File: src/rtl/seg_pkg.sv
// seg_pkg: shared constants and helpers for the 7-segment scan driver
//   SEG_BLANK  pattern with all segments off (active-low)
//   SEG_TABLE  hex nibble -> {g,f,e,d,c,b,a}, active-low, entry 0 at the LSB end
//   idx_width  width of an index/counter over n states, never below 1
package seg_pkg;

    localparam logic [6:0] SEG_BLANK = 7'h7F;

    localparam logic [15:0][6:0] SEG_TABLE = {
        7'h0E, 7'h06, 7'h21, 7'h46, 7'h03, 7'h08, 7'h10, 7'h00,
        7'h78, 7'h02, 7'h12, 7'h19, 7'h30, 7'h24, 7'h79, 7'h40
    };

    function automatic int idx_width(input int n);
        return (n > 1) ? $clog2(n) : 1;
    endfunction

endpackage

File: src/rtl/seg_hex_decode.sv
// seg_hex_decode: combinational hex nibble to active-low 7-segment pattern
//   nib_i  hex digit 0..F
//   seg_o  segments {g,f,e,d,c,b,a}, active-low
module seg_hex_decode
    import seg_pkg::*;
(
    input  logic [3:0] nib_i,
    output logic [6:0] seg_o
);

    assign seg_o = SEG_TABLE[nib_i];

endmodule

File: src/rtl/seg_scan_display.sv
// seg_scan_display: time-multiplexed common-anode 7-segment driver with tear-free loads
//   clk, rst_n                  clock (rising edge), asynchronous active-low reset
//   load                        strobe capturing value_in/dp_in/blink_en/blank_lz
//   value_in                    hex nibbles, digit i = [4i+3:4i], digit 0 rightmost
//   dp_in, blink_en             per-digit decimal point and blink enable
//   blank_lz                    blank leading zero digits
//   seg_out, dp_out, an_out     active-low segments, decimal point and anodes
//   frame_start                 1-cycle pulse as the digit 0 slot begins
module seg_scan_display
    import seg_pkg::*;
#(
    parameter int NUM_DIGITS   = 4,
    parameter int SCAN_DIV     = 50000,
    parameter int GUARD_CYC    = 1,
    parameter int BLINK_FRAMES = 64
) (
    input  logic                    clk,
    input  logic                    rst_n,
    input  logic                    load,
    input  logic [4*NUM_DIGITS-1:0] value_in,
    input  logic [NUM_DIGITS-1:0]   dp_in,
    input  logic [NUM_DIGITS-1:0]   blink_en,
    input  logic                    blank_lz,
    output logic [6:0]              seg_out,
    output logic                    dp_out,
    output logic [NUM_DIGITS-1:0]   an_out,
    output logic                    frame_start
);

    localparam int SW = $clog2(SCAN_DIV);
    localparam int IW = idx_width(NUM_DIGITS);
    localparam int BW = idx_width(BLINK_FRAMES);
    localparam logic [SW-1:0] SLOT_LAST  = SW'(SCAN_DIV - 1);
    localparam logic [SW-1:0] GUARD      = SW'(GUARD_CYC);
    localparam logic [IW-1:0] IDX_LAST   = IW'(NUM_DIGITS - 1);
    localparam logic [BW-1:0] BLINK_LAST = BW'(BLINK_FRAMES - 1);

    logic [SW-1:0]           slot_q, slot_d;
    logic [IW-1:0]           idx_q, idx_d;
    logic [BW-1:0]           bcnt_q, bcnt_d;
    logic                    phase_q, phase_d;
    logic                    pval_q, pval_d;
    logic [4*NUM_DIGITS-1:0] pv_q, pv_d, av_q, av_d;
    logic [NUM_DIGITS-1:0]   pdp_q, pdp_d, adp_q, adp_d;
    logic [NUM_DIGITS-1:0]   pbl_q, pbl_d, abl_q, abl_d;
    logic                    plz_q, plz_d, alz_q, alz_d;
    logic [6:0]              seg_q, seg_d;
    logic                    dp_q, dp_d;
    logic [NUM_DIGITS-1:0]   an_q, an_d;
    logic                    fs_q, fs_d;
    logic                    slot_end, wrap, lz, bb;
    logic [3:0]              nib;
    logic [6:0]              dec;

    seg_hex_decode u_dec (
        .nib_i (nib),
        .seg_o (dec)
    );

    always_comb begin
        slot_end = slot_q == SLOT_LAST;
        wrap     = slot_end && idx_q == IDX_LAST;
        slot_d   = slot_end ? '0 : slot_q + 1'b1;
        idx_d    = wrap ? '0 : slot_end ? idx_q + 1'b1 : idx_q;
        bcnt_d   = wrap ? ((bcnt_q == BLINK_LAST) ? '0 : bcnt_q + 1'b1) : bcnt_q;
        phase_d  = phase_q ^ (wrap && bcnt_q == BLINK_LAST);
        // A load in the wrap cycle bypasses pending so it shows from this frame's digit 0.
        pval_d   = !wrap && (load || pval_q);
        pv_d     = load ? value_in : pv_q;
        pdp_d    = load ? dp_in    : pdp_q;
        pbl_d    = load ? blink_en : pbl_q;
        plz_d    = load ? blank_lz : plz_q;
        av_d     = (wrap && load) ? value_in : (wrap && pval_q) ? pv_q  : av_q;
        adp_d    = (wrap && load) ? dp_in    : (wrap && pval_q) ? pdp_q : adp_q;
        abl_d    = (wrap && load) ? blink_en : (wrap && pval_q) ? pbl_q : abl_q;
        alz_d    = (wrap && load) ? blank_lz : (wrap && pval_q) ? plz_q : alz_q;
        nib      = 4'(av_q >> {idx_q, 2'b00});
        // Leading zero: this nibble and every one above it are zero; digit 0 always shows.
        lz       = alz_q && idx_q != '0 && (av_q >> {idx_q, 2'b00}) == '0;
        bb       = abl_q[idx_q] && phase_q;
        seg_d    = (lz || bb) ? SEG_BLANK : dec;
        dp_d     = !(adp_q[idx_q] && !bb);
        an_d     = (slot_q < GUARD) ? '1 : ~(NUM_DIGITS'(1) << idx_q);
        fs_d     = slot_q == '0 && idx_q == '0;
    end

    always_ff @(posedge clk or negedge rst_n) begin
        if (!rst_n) begin
            slot_q  <= '0;
            idx_q   <= '0;
            bcnt_q  <= '0;
            phase_q <= 1'b0;
            pval_q  <= 1'b0;
            pv_q    <= '0;
            pdp_q   <= '0;
            pbl_q   <= '0;
            plz_q   <= 1'b0;
            av_q    <= '0;
            adp_q   <= '0;
            abl_q   <= '0;
            alz_q   <= 1'b0;
            seg_q   <= SEG_BLANK;
            dp_q    <= 1'b1;
            an_q    <= '1;
            fs_q    <= 1'b0;
        end else begin
            slot_q  <= slot_d;
            idx_q   <= idx_d;
            bcnt_q  <= bcnt_d;
            phase_q <= phase_d;
            pval_q  <= pval_d;
            pv_q    <= pv_d;
            pdp_q   <= pdp_d;
            pbl_q   <= pbl_d;
            plz_q   <= plz_d;
            av_q    <= av_d;
            adp_q   <= adp_d;
            abl_q   <= abl_d;
            alz_q   <= alz_d;
            seg_q   <= seg_d;
            dp_q    <= dp_d;
            an_q    <= an_d;
            fs_q    <= fs_d;
        end
    end

    assign seg_out     = seg_q;
    assign dp_out      = dp_q;
    assign an_out      = an_q;
    assign frame_start = fs_q;

endmodule

File: config.mk
export PLATFORM = sky130hd
export DESIGN_NAME = seg_scan_display
export DESIGN_NICKNAME = d
export VERILOG_FILES = /design/src/rtl/seg_pkg.sv /design/src/rtl/seg_hex_decode.sv /design/src/rtl/seg_scan_display.sv
export SDC_FILE = /design/constraint.sdc
export NUM_CORES = 1
export LEC_CHECK = 0
export ABC_CLOCK_PERIOD_IN_PS = 4700
export CELL_PAD_IN_SITES_DETAIL_PLACEMENT = 1
export CELL_PAD_IN_SITES_GLOBAL_PLACEMENT = 2
export CORE_MARGIN = 3
export CORE_UTILIZATION = 44
export CTS_BUF_LIST = sky130_fd_sc_hd__clkbuf_4 sky130_fd_sc_hd__clkbuf_8
export DETAILED_ROUTE_END_ITERATION = 12
export PLACE_DENSITY = 0.93
export SYNTH_ARGS = -nofsm -noshare
export SYNTH_HDL_FRONTEND = slang
export SYNTH_SLANG_ARGS = --single-unit
File: constraint.sdc
create_clock -name clk -period 4.7 [get_ports clk]
set_input_delay 0.47 -clock clk [delete_from_list [all_inputs] [get_ports clk]]
set_output_delay 0.47 -clock clk [all_outputs]
set_load 0.02 [all_outputs]
# --- After elaboration in Yosys (flattened, before gate mapping) ---
# Memories as Yosys holds them, arrays and structs flattened.
# Cells that the tools add are included.
classes:
  n_addsub: 3
  bitwise_logic: 2
  order_cmp: 3
  mux: 19
  n_eq_ne: 3
  reduce_logical: 21
  shift: 2
op_table:
  columns: ["cell", "count"]
  rows:
  - ["$mux W16", 3]
  - ["$logic_not A16 Y1", 2]
  - ["$mux W4", 5]
  - ["$add A16 B1 Y16 const B", 1]
  - ["$eq A16 B16 Y1 const B", 1]
  - ["$lt A16 B1 Y1 const B", 1]
  - ["$shr A16 B4 Y16", 1]
  - ["$mux W7", 2]
  - ["$logic_and A1 B1 Y1", 10]
  - ["$add A6 B1 Y6 const B", 1]
  - ["$eq A6 B6 Y1 const B", 1]
  - ["$mux W6", 1]
  - ["$reduce_bool A2 Y1", 3]
  - ["$lt A4 B5 Y1 const B", 1]
  - ["$bmux W1 S2", 2]
  - ["$mux W1", 4]
  - ["$mux W2", 2]
  - ["$not A4 Y4", 1]
  - ["$shl A1 B2 Y4 const A", 1]
  - ["$logic_not A1 Y1", 3]
  - ["$lt A2 B3 Y1 const B", 1]
  - ["$add A2 B1 Y2 const B", 1]
  - ["$eq A2 B2 Y1 const B", 1]
  - ["$logic_not A2 Y1", 1]
  - ["other kinds (2)", 3]
totals:
  mem_bits_ro: 112
  mem_count: 1
  ff_bits: 89
  in_bits: 28
memory_table:
  columns: ["memory", "depth", "width", "read_ports", "rd_ports_with_merged_regs", "wr", "line_no", "source"]
  rows:
  - ["(name not given)", 16, 7, 1, 0, 0, "seg_hex_decode.sv:11", "assign seg_o = SEG_TABLE[nib_i];"]

# --- Longest topological paths before layout ---
logic_depth:
  depth_word: 6
  ltp_mapped: 8
  mapped_depth_nobuf: 7

# --- By module ---
# From an unflattened synthesis, not the netlist that was laid out.
unflattened:
  cells_unflattened: 334
  hier_area_um2: 4262.8
modules_own_cells:
  columns: ["mod", "cells_each", "n_inst", "seq_area_each_um2", "area_each_um2"]
  rows:
  - ["seg_scan_display", 302, 1, 2242.2, 3987.6]
  - ["seg_hex_decode", 32, 1, 0.0, 275.3]

# --- Worst setup path before layout ---
# Ideal clock, no wire load.
synth_path:
  kind: "reg2reg"
  startpoint: "register idx_q[0]"
  endpoint: "register seg_q[6], in the netlist seg_out[6]"
  path_slack_ns: 2.490
  path_stages_with_launch: 8
  arrival_ns: 2.129
  n_path_buf: 1
  setup_ns: 0.081
  t_required_ns: 4.619
  cell_sequence: "dfrtp_1 -> buf_1 -> mux4_2 -> inv_1 -> ha_1 -> o211ai_1 -> a21o_1 -> o211ai_1"
synth_between:
  elab_chain_len: 5
synth_rtl:
  columns: ["element", "line_no", "source"]
  rows:
  - ["start: declaration", "seg_scan_display.sv:39", "logic [IW-1:0] idx_q, idx_d;"]
  - ["start signal: assignment", "seg_scan_display.sv:108", "idx_q <= idx_d;"]
  - ["branches (longest 4 deep; another with $mem_v2 Z16 W7)", null, null]
  - ["$mux W7 *", "seg_scan_display.sv:81", "seg_d = (lz || bb) ? SEG_BLANK : dec;"]
  - ["via seg_d[6]", "seg_scan_display.sv:47", "logic [6:0] seg_q, seg_d;"]
  - ["end signal: assignment", "seg_scan_display.sv:120", "seg_q <= seg_d;"]
  - ["end: declaration", "seg_scan_display.sv:47", null]
# Mark *: on every way through the listed nets, which the timed path passes. The select of a mux whose other input is x is not followed.
# A chain may end at the register's enable or synchronous reset.

# --- Final worst setup path ---
layout_path:
  startpoint: "register slot_q[0]"
  endpoint: "register av_q[1]"
layout_between:
  elab_chain_len: 4
layout_rtl:
  columns: ["element", "line_no", "source"]
  rows:
  - ["start: declaration", "seg_scan_display.sv:38", "logic [SW-1:0] slot_q, slot_d;"]
  - ["start signal: assignment", "seg_scan_display.sv:107", "slot_q <= slot_d;"]
  - ["$eq A16 B16 Y1 *", "seg_scan_display.sv:61", "slot_end = slot_q == SLOT_LAST;"]
  - ["$logic_and A1 B1 Y1 *", "seg_scan_display.sv:62", "wrap = slot_end && idx_q == IDX_LAST;"]
  - ["$logic_and A1 B1 Y1", "seg_scan_display.sv:73", "av_d = (wrap && load) ? value_in : (wrap && pval_q) ? pv_q : av_q;"]
  - ["$mux W16 or $reduce_bool A2 Y1 (tied branches)", null, null]
  - ["end signal: assignment", "seg_scan_display.sv:116", "av_q <= av_d;"]
  - ["end: declaration", "seg_scan_display.sv:43", "logic [4*NUM_DIGITS-1:0] pv_q, pv_d, av_q, av_d;"]
# Mark *: on every way between the ends. The rest lies on a longest branch, timed or not.

==> results by group <==
Run status
  • Outcome: completed

Worst setup path
  • WP data arrival: 2.87 ns
  • CP endpoint: av_q[1]$_DFFE_PN0P_
  • R2R setup slack: 2.07 ns
  • Reg2Reg Depth: 5
  • Crit Path Category: reg2reg
  • Data required time of the worst path: 4.94 ns
  • Crit end category: flip-flop
  • Reg2Reg Launch Point: slot_q[0]$_DFF_PN0_
  • FF-to-FF End: av_q[1]$_DFFE_PN0P_
  • CP startpoint: slot_q[0]$_DFF_PN0_
  • Crit path max fanout: 25
  • Startpoint types: flip-flop

STA
  • Period utilization: 55.9%
  • Total negative setup slack: 0 ns
  • Slew HR: 27.8%
  • Number of hold violations in the final report: 0
  • Worst slew pin tran: 1.08 ns
  • Max-slew violations: 0
  • RSZ-0062 raised after global routing: no
  • Clk_skew: 0.0124 ns
  • Max Fclk: 0.380 GHz
  • Minimum clock period: 2.63 ns
  • Setup violations, final: 0
  • Hold Slack: 0.309 ns
  • Final worst slack: 2.07 ns

Synth
  • Syn_area_per_cell: 13.1 um^2
  • Yosys top cell area share: 47.3%
  • Cell area after synthesis: 0.00408 mm^2
  • YS warnings: 0
  • Synth top area cells: dfrtp_1, mux2_2, dfstp_2
  • Post-synth EDFFs: 0
  • Synthesized flop and latch total: 89
  • Prevailing post-synth register cell: dfrtp_1
  • Syn Nets: 353
  • Netlist cell types: 45
  • Largest area contributor in the netlist: dfrtp_1
  • Mapped Cells: 312
  • Sequential share of the synthesized area: 55.0%
  • Async S/R FF share, synth: 100%
  • Commonest cells post-synth: dfrtp_1, mux2_2, nand2_1
  • Most common cell in the netlist: dfrtp_1

Clock tree
  • Sinks on Clock Net: 89
  • H-tree levels: 3
  • TritonCTS Buffers: 9
  • Clk Latency, worst-skew pair: 0.36 ns
  • Setup repair bufs after CTS: 0
  • CTS Root Cell: clkbuf_8
  • CTS tree: done
  • Hold buffers post-CTS: 0
  • Clock transition at path regs: 0.10 ns
  • Post-CTS Resized: 0
  • Bufs on Longest Clock Path: 2

Routing
  • Iteration-0 DRC count of the detailed router: 75
  • Drt total wl: 8100 um
  • Drt drc: 0
  • First-pass iteration count of the detailed router: 4
  • Vias post-DR: 2518
  • Routed WL per cell: 17.3 um
  • Routed Antenna Nets: 0
  • Vias per cell: 5.39

Place
  • PortBufs: 40
  • Post-DP HPWL: 5650 um
  • Place WS: 2.02 ns
  • Placed insts: 451
  • Gpl congestion: 0.780
  • Dpl cell area: 0.00456 mm^2

Layout
  • Finished Layout Cells: 467
  • Final core occ: 54.4%
  • Design area: 0.00481 mm^2
  • # diodes: 0
  • Area Overhead vs Synth: 18.0%
  • Nets: 395
  • Layout cells sized above 1: 25.6%

Floorplan
  • Die X: 102 um
  • Num ports: 41
  • Full die area: 0.0105 mm^2
  • Initial Util: 46.1%
  • # rows: 34
  • Core footprint: 0.00885 mm^2
  • Chip height: 102 um

Power
  • Peak VDD IR: 0.183 mV
  • Total Power: 1.52 mW
  • P per Cell Area: 315 mW/mm^2
  • Static Leak: 2.16 nW

GRT
  • Vias in the first global route: 2638
  • Largest net degree at the start of global routing: 90
  • First-pass GRT wire length: 13500 um
  • GRT overflow: 0
  • Initial antenna violation count: 0
  • Total GRT Usage: 17.0%

Flow run
  • Max cap viols: 0

Worst hold path
  • Worst min path class: in2async
power by group:
group          switching [mW]  internal (mW)
sequential            0.00508          0.787
combinational          0.0346         0.0400
clock                   0.291          0.358
total                   0.331           1.18
placed cells by master, fill, tap and decap left out, types with 2 or more instances in the layout:
cell type,count
o21ai_0,7
xor2_1,9
a21o_1,2
and3_1,2
nor4_1,4
mux4_2,5
nor2_1,16
nor2b_1,2
buf_4,2
nand3_1,12
dfrtp_1,77
o211ai_1,4
mux2_4,20
mux2i_1,3
dfstp_2,12
inv_6,2
or3_1,2
o21a_1,3
nand4_1,3
clkdlybuf4s50_1,39
inv_1,10
ha_1,13
bufinv_16,3
or2_2,2
xnor2_1,7
nand2_1,30
clkbuf_8,9
nand2b_1,4
a21oi_1,2
o221ai_1,2
nor4b_1,2
mux2_2,31
nor3_1,3
worst max-delay path: stages, from the launching register on:
cell and delay (ns):
dfrtp_1 0.42, ha_1 0.24, nand3_1 0.21, nor3_1 0.53, nand4_4 0.61, mux2_4 0.50
routing by layer:
layer / part of all wire, % / vias up / track usage [%]
li1: - / 1175 / -
met5: 0 / - / 0
met3: 2.9 / 14 / 3.14
met2: 48 / 52 / 26.5
met1: 47 / 1277 / 23.2
met4: 2.2 / 0 / 7.77
layout make-up:
class	count	area [um^2]
clock buffers	9	124
clock inverters	7	124
fillers	902	4040
inverters	10	37.5
multi-input cells	203	1740
flip-flops and latches	89	2240
well taps	108	135
repair buffers	41	405
kinds of logic after synthesis:
| group | count (synthesis) | share of synthesized area (%) |
|---|---|---|
| AND/OR/NAND/NOR | 88 | 11.3 |
| multiplexers | 59 | 19.4 |
| adder cells (fa/ha/maj) | 13 | 3.99 |
| buffers and inverters | 20 | 2.24 |
| flip-flops | 89 | 55.0 |
| AO/OA/AOI/OAI | 27 | 4.60 |
| XOR/XNOR | 16 | 3.44 |
flip-flops by register name, indices dropped and copies added (netlist names):
name / cells
av_q: 16
pv_q: 16
slot_q: 16
seg_out: 7
bcnt_q: 6
abl_q: 4
adp_q: 4
an_out: 4
pbl_q: 4
pdp_q: 4
idx_q: 2
alz_q: 1
dp_out: 1
frame_start: 1
phase_q: 1
plz_q: 1
pval_q: 1
how the worst min path moves through the flow:
stage	end	slack (ns)	cells past startpoint
2_1_floorplan	abl_q[0]$_DFFE_PN0P_	0.17	0
3_3_place_gp	pval_q$_DFF_PN0_	0.46	1
3_5_place_dp	pval_q$_DFF_PN0_	0.48	1
4_1_cts	slot_q[8]$_DFF_PN0_	0.35	1
5_1_grt	slot_q[4]$_DFF_PN0_	0.39	1
6_report	slot_q[11]$_DFF_PN0_	0.31	1
Power figures use the tool's default switching activity.
